--- config.mk ---
export PLATFORM = sky130hd
export DESIGN_NAME = z1_to_zm_deinterleave
export DESIGN_NICKNAME = d
export VERILOG_FILES = /design/src/rtl/z1_to_zm_pkg.sv /design/src/rtl/z1_to_zm_deinterleave_tap_line.sv /design/src/rtl/z1_to_zm_deinterleave.sv
export SDC_FILE = /design/constraint.sdc
export NUM_CORES = 1
export LEC_CHECK = 0
export CAP_MARGIN = 20
export CORE_MARGIN = 5
export CORE_UTILIZATION = 40
export DETAILED_ROUTE_END_ITERATION = 16
export PLACE_DENSITY_LB_ADDON = 0.1
export SLEW_MARGIN = 0
export SYNTH_ARGS = -nofsm -noshare
export SYNTH_HDL_FRONTEND = slang
export SYNTH_HIERARCHICAL = 1
export SYNTH_SLANG_ARGS = --single-unit
--- constraint.sdc ---
create_clock -name clk -period 1.3 [get_ports clk]
set_input_delay 0.195 -clock clk [delete_from_list [all_inputs] [get_ports clk]]
set_output_delay 0.195 -clock clk [all_outputs]
set_load 0.05 [all_outputs]
--- src/rtl/z1_to_zm_pkg.sv ---
// Shared constants and helpers for the polyphase input deinterleaver.
package z1_to_zm_pkg;

  localparam int DEF_W = 11;
  localparam int DEF_M = 3;

  typedef logic signed [DEF_W-1:0] sample_t;

  function automatic int cnt_width(input int m);
    return $clog2(m);
  endfunction

endpackage

--- src/rtl/z1_to_zm_deinterleave_tap_line.sv ---
// Enable-gated shift register holding the most recent N accepted samples.
module zm_tap_line #(
  parameter int W = 11,
  parameter int N = 2
) (
  input  logic                clk,
  input  logic                reset,
  input  logic                en,
  input  logic signed [W-1:0] d,
  output logic signed [W-1:0] taps [0:N-1]
);

  always_ff @(posedge clk) begin
    if (reset) begin
      for (int k = 0; k < N; k++) taps[k] <= '0;
    end else if (en) begin
      taps[0] <= d;
      for (int k = 1; k < N; k++) taps[k] <= taps[k-1];
    end
  end

endmodule

--- src/rtl/z1_to_zm_deinterleave.sv ---
// Collects M accepted samples into one registered M-lane frame (Out[0] newest).
// Optional sticky phase_err output enabled by defining Z1TOZM_PHASE_ERR_EN.
module z1_to_zm_deinterleave
  import z1_to_zm_pkg::*;
#(
  parameter int W = DEF_W,
  parameter int M = DEF_M
) (
  input  logic                clk,
  input  logic                reset,
  input  logic                in_vld,
  input  logic                sync,
  input  logic signed [W-1:0] In,
  output logic signed [W-1:0] Out [0:M-1],
  output logic                out_vld
`ifdef Z1TOZM_PHASE_ERR_EN
  ,
  output logic                phase_err
`endif
);

  localparam int CW = cnt_width(M);
  localparam logic [CW-1:0] CNT_LAST = CW'(M - 1);

  logic [CW-1:0]       cnt;
  logic signed [W-1:0] taps [0:M-2];
  logic                frame_done;

  // A sync sample is phase 0, so it can never complete a frame.
  assign frame_done = in_vld && !sync && (cnt == CNT_LAST);

  zm_tap_line #(
    .W (W),
    .N (M - 1)
  ) u_tap_line (
    .clk   (clk),
    .reset (reset),
    .en    (in_vld),
    .d     (In),
    .taps  (taps)
  );

  always_ff @(posedge clk) begin
    if (reset) begin
      cnt <= '0;
    end else if (in_vld) begin
      if (sync)
        cnt <= CW'(1);
      else if (cnt == CNT_LAST)
        cnt <= '0;
      else
        cnt <= cnt + 1'b1;
    end
  end

  always_ff @(posedge clk) begin
    if (reset) begin
      out_vld <= 1'b0;
      for (int k = 0; k < M; k++) Out[k] <= '0;
    end else begin
      out_vld <= frame_done;
      if (frame_done) begin
        Out[0] <= In;
        for (int k = 1; k < M; k++) Out[k] <= taps[k-1];
      end
    end
  end

`ifdef Z1TOZM_PHASE_ERR_EN
  always_ff @(posedge clk) begin
    if (reset)
      phase_err <= 1'b0;
    else if (in_vld && sync && (cnt != '0))
      phase_err <= 1'b1;
  end
`endif

endmodule
Word-level counts from Yosys, hierarchy flattened
Index checks and enable logic that the tools add are counted.
{"block": "word_totals", "in_bits": 15, "ff_bits": 58, "output_inout_bits": 34, "elab_cells": 14}
{"block": "classes", "n_eq_ne": 1, "mux": 2, "reduce_logical": 3, "addsub": 1}
{"cell": "$mux W2", "n": 2}
{"cell": "$add A2 B1 Y2 const B", "n": 1}
{"cell": "$eq A2 B2 Y1 const B", "n": 1}
{"cell": "$logic_and A1 B1 Y1", "n": 2}
{"cell": "$logic_not A1 Y1", "n": 1}

Longest topological paths before layout
{"block": "logic_depth", "depth_word": 3, "mapped_depth": 4, "depth_no_buf": 2}

By module
The synthesis kept the hierarchy.
{"module": "z1_to_zm_deinterleave", "area_each_um2": 1625.3, "cells_each": 154, "n_inst": 1, "seq_area_each_um2": 720.7}
{"module": "zm_tap_line", "area_each_um2": 802.0, "cells_each": 71, "n_inst": 1, "seq_area_each_um2": 440.4}

Least setup slack after synthesis
Ideal clock, no wire load.
{"block": "synth_path", "path_type": "register to register", "from": "register cnt[0]", "to": "register Out[0] (netlist name)", "n_path_buf": 2, "setup_time_ps": 72, "path_stages_with_launch": 5, "period_less_slack_ps": 1073, "setup_slack_ps": 227, "arrival_time_ps": 1002, "required_ps": 1228, "path_cell_list": "dfxtp_1 and4bb_1 buf_6 buf_12 mux2i_1"}
{"block": "synth_via", "elab_chain_len": 2}
{"element": "start: declaration", "line": "z1_to_zm_deinterleave.sv:25", "rtl": "logic [CW-1:0] cnt;"}
{"element": "start signal: assignment", "line": "z1_to_zm_deinterleave.sv:52", "rtl": "cnt <= cnt + 1'b1;"}
{"element": "$eq A2 B2 Y1", "line": "z1_to_zm_deinterleave.sv:30", "rtl": "assign frame_done = in_vld && !sync && (cnt == CNT_LAST);"}
{"element": "$logic_and A1 B1 Y1", "line": "z1_to_zm_deinterleave.sv:30"}
{"element": "end: declaration", "line": "z1_to_zm_deinterleave.sv:14", "rtl": "output logic signed [W-1:0] Out [0:M-1],"}
Every way passes these cells.
A chain may end at the register's enable or synchronous reset.

Worst setup path in the final report
{"block": "layout_path", "from": "register cnt[0]", "to": "register Out[28] (netlist name)"}
Same word-level chain as after synthesis.

==> metrics <==
Clock Root Buffer=clkbuf_8; # rows=28; Mean Syn Cell Area=~11 um^2; maxcap violations=0; worst slack at placement=-0.174 ns; cts hold-fix bufs=0; FF+latch count, synth=a little under 60; area delta synth->final=44.3%; I/O Pins=49; clk slew on worst S/H paths=around 0.060 ns; endpoints failing setup=0; Cell Area, Placed=0.00330 mm^2; multi-input logic area=0.00111 mm^2; mapped cell area=approximately 0.0024 mm^2; RSZ-0062 raised after global routing=false; initial antenna violation count=0; Final min period=1.19 ns; Gate Count Post-Synth=approximately 230; Tcrit/Tclk final=between 90% and 100%; ratio of cells with drive above 1 in the final layout=between 20% and 30%; leakage=0.00131 uW; Peak VDD IR=between 0.7 and 0.8 mV; Core Area=roughly 0.0059 mm^2; power after layout=3770 uW; CP peak stage delay=around 0.34 ns; Initial Util=about two fifths; CP Max Fanout=24; dpl hpwl=3060 um; yosys warns=6; worst skew pair latency=0.32 ns; status=finished, final reports clean; Fillers=roughly 490; Post-DRT Antenna Nets=0; relative slew slack=82.8%; Resize count post-CTS=0; routability-driven placement congestion ratio=0.696; DRT Pass-1 Iters=4; Seq/Total Area, Yosys=between 40% and 50%; post-CTS setup buffer count=0; DR vias=1,596; Layout Skew=between 0.005 and 0.006 ns; worst r2r src=cnt[0]$_SDFFE_PP0P_; CP max-delay cell=and4bb_2; worst hold path class=input port to register; Sink Count=between 50 and 60; CP delay by family, top=simple AND/OR/NAND/NOR gates; die height=slightly below 90 um; fin nets=between 200 and 300; crit-path cells=and4bb_2 -> buf_12 -> mux2i_1; Num CTS Buffers=9; CP arrival=roughly 1.4 ns; post-route design area=about 0.0035 mm^2; commonest cells after routing, fill and taps aside=nand2b_1 (67), dfxtp_1 (58), mux2i_1 (55), buf_12 (38), nor2_1 (23); Die Area=between 0.007 and 0.008 mm^2; Crit path depth=3; vias in the first global route=1,567; WP data required=~1.6 ns; Cell variety after synth=14; CP bufs+invs=1; worst slew pin tran=0.258 ns; largest net degree at the start of global routing=between 40 and 50; post-DR wirelength/cell=between 10 and 15 um; critical path endpoint=Out[28]$_SDFFE_PP0P_; Register Area=0.00116 mm^2; r2r endpoint=Out[28]$_SDFFE_PP0P_; r2r setup slk=between 0.1 and 0.15 ns; CP Launch Point=cnt[0]$_SDFFE_PP0P_; path depth of the worst reg2reg path=3; die width=between 80 and 90 um; Routed WL=~4400 um; Worst Slack Setup Final=0.107 ns; Highest Clock Rate=between 0.8 and 0.9 GHz; CTS tree=built; CP Class=register to register; DR iter-0 viols=106; Via density=approximately 4.5; syn nets=240; Final Hold Viols=0; commonest non-fill, non-tap cell in the layout=nand2b_1; pwr dens=1080 mW/mm^2; CTS Buffer Depth=2; diode count=0; gr ovfl total=0; global-route wire length before repair=roughly 7500 um; I/O Buffers=48; crit path launch type=register; H-tree depth=3; DRC=0; Final Max Tran Viols=0; Crit. End Element=register; Total Routing Usage GR=around 13%
cell usage after synthesis:
library cell / instances / area, um^2
a211oi_1: 1 / 7.51
clkbuf_1: 8 / 30.0
nor2b_1: 1 / 6.26
a21oi_1: 1 / 5.00
buf_12: 5 / 100
nand2b_1: 67 / 419
mux2i_1: 55 / 551
buf_6: 2 / 22.5
nor2_1: 23 / 86.3
dfxtp_1: 58 / 1160
o21ba_2: 1 / 10.0
and4bb_1: 1 / 12.5
nand4bb_1: 1 / 11.3
buf_2: 1 / 5.00
metrics by stage:
| stage | TNS (ns) | instances | utilization [%] | hold WS, ns |
|---|---|---|---|---|
| after CTS | 0 | 358 | 59.2 | 0.198 |
| after floorplan | 0 | 225 | - | 0.267 |
| after global placement | -5.61 | 342 | 55.8 | 0.460 |
| after detailed placement | -6.38 | 342 | 55.8 | 0.463 |
| final | 0 | 358 | 59.2 | 0.209 |
| after global routing | 0 | 358 | 59.2 | 0.210 |
routing by layer:
metal  routed length (um)  up-vias  global-route usage [%]
met4                   61        0                    6.28
met3                  325        6                    5.17
met5                    0        -                       0
met1                 2310      708                    18.2
met2                 1710       42                    16.5
li1                     -      840                       -
kinds of logic (layout without fill, tap and decap cells):
| logic type | Yosys count | in the layout | share of synthesized area, % |
|---|---|---|---|
| AO/OA/AOI/OAI | 3 | 3 | 0.928 |
| buffers and inverters | 16 | 74 | 6.49 |
| flip-flops | 58 | 58 | 47.8 |
| multiplexers | 55 | 55 | 22.7 |
| AND/OR/NAND/NOR | 93 | 93 | 22.1 |
worst min-delay path by stage:
| stage | startpoint | end | slack [ns] | depth (start not counted) |
|---|---|---|---|---|
| 6_report | reset | u_tap_line/taps[8]$_SDFFE_PP0P_ | 0.21 | 2 |
| 5_1_grt | reset | u_tap_line/taps[19]$_SDFFE_PP0P_ | 0.21 | 2 |
| 4_1_cts | reset | u_tap_line/taps[8]$_SDFFE_PP0P_ | 0.20 | 2 |
| 3_5_place_dp | u_tap_line/taps[5]$_SDFFE_PP0P_ | Out[5]$_SDFFE_PP0P_ | 0.46 | 2 |
| 3_3_place_gp | u_tap_line/taps[7]$_SDFFE_PP0P_ | Out[7]$_SDFFE_PP0P_ | 0.46 | 2 |
| 2_1_floorplan | reset | u_tap_line/taps[10]$_SDFFE_PP0P_ | 0.27 | 1 |
state kept, by name (all words and copies together), names as in the netlist:
register / count
Out: 33
u_tap_line/taps: 22
out_vld: 1
cnt: 2
report_power, final:
| group | leakage [uW] | switching [uW] | internal (uW) |
|---|---|---|---|
| clock | 0.000101 | 663 | 990 |
| combinational | 0.000738 | 114 | 158 |
| sequential | 0.000471 | 27.3 | 1820 |
cell type report:
cell class	instances	area share (%)
Clock buffer	14	4.64
Timing Repair Buffer	58	26.9
Tap cell	75	2.68
Sequential cell	58	33.2
Clock inverter	2	1.00
Multi-Input combinational cell	151	31.7
Note: power is estimated with default switching activity, not from simulation.
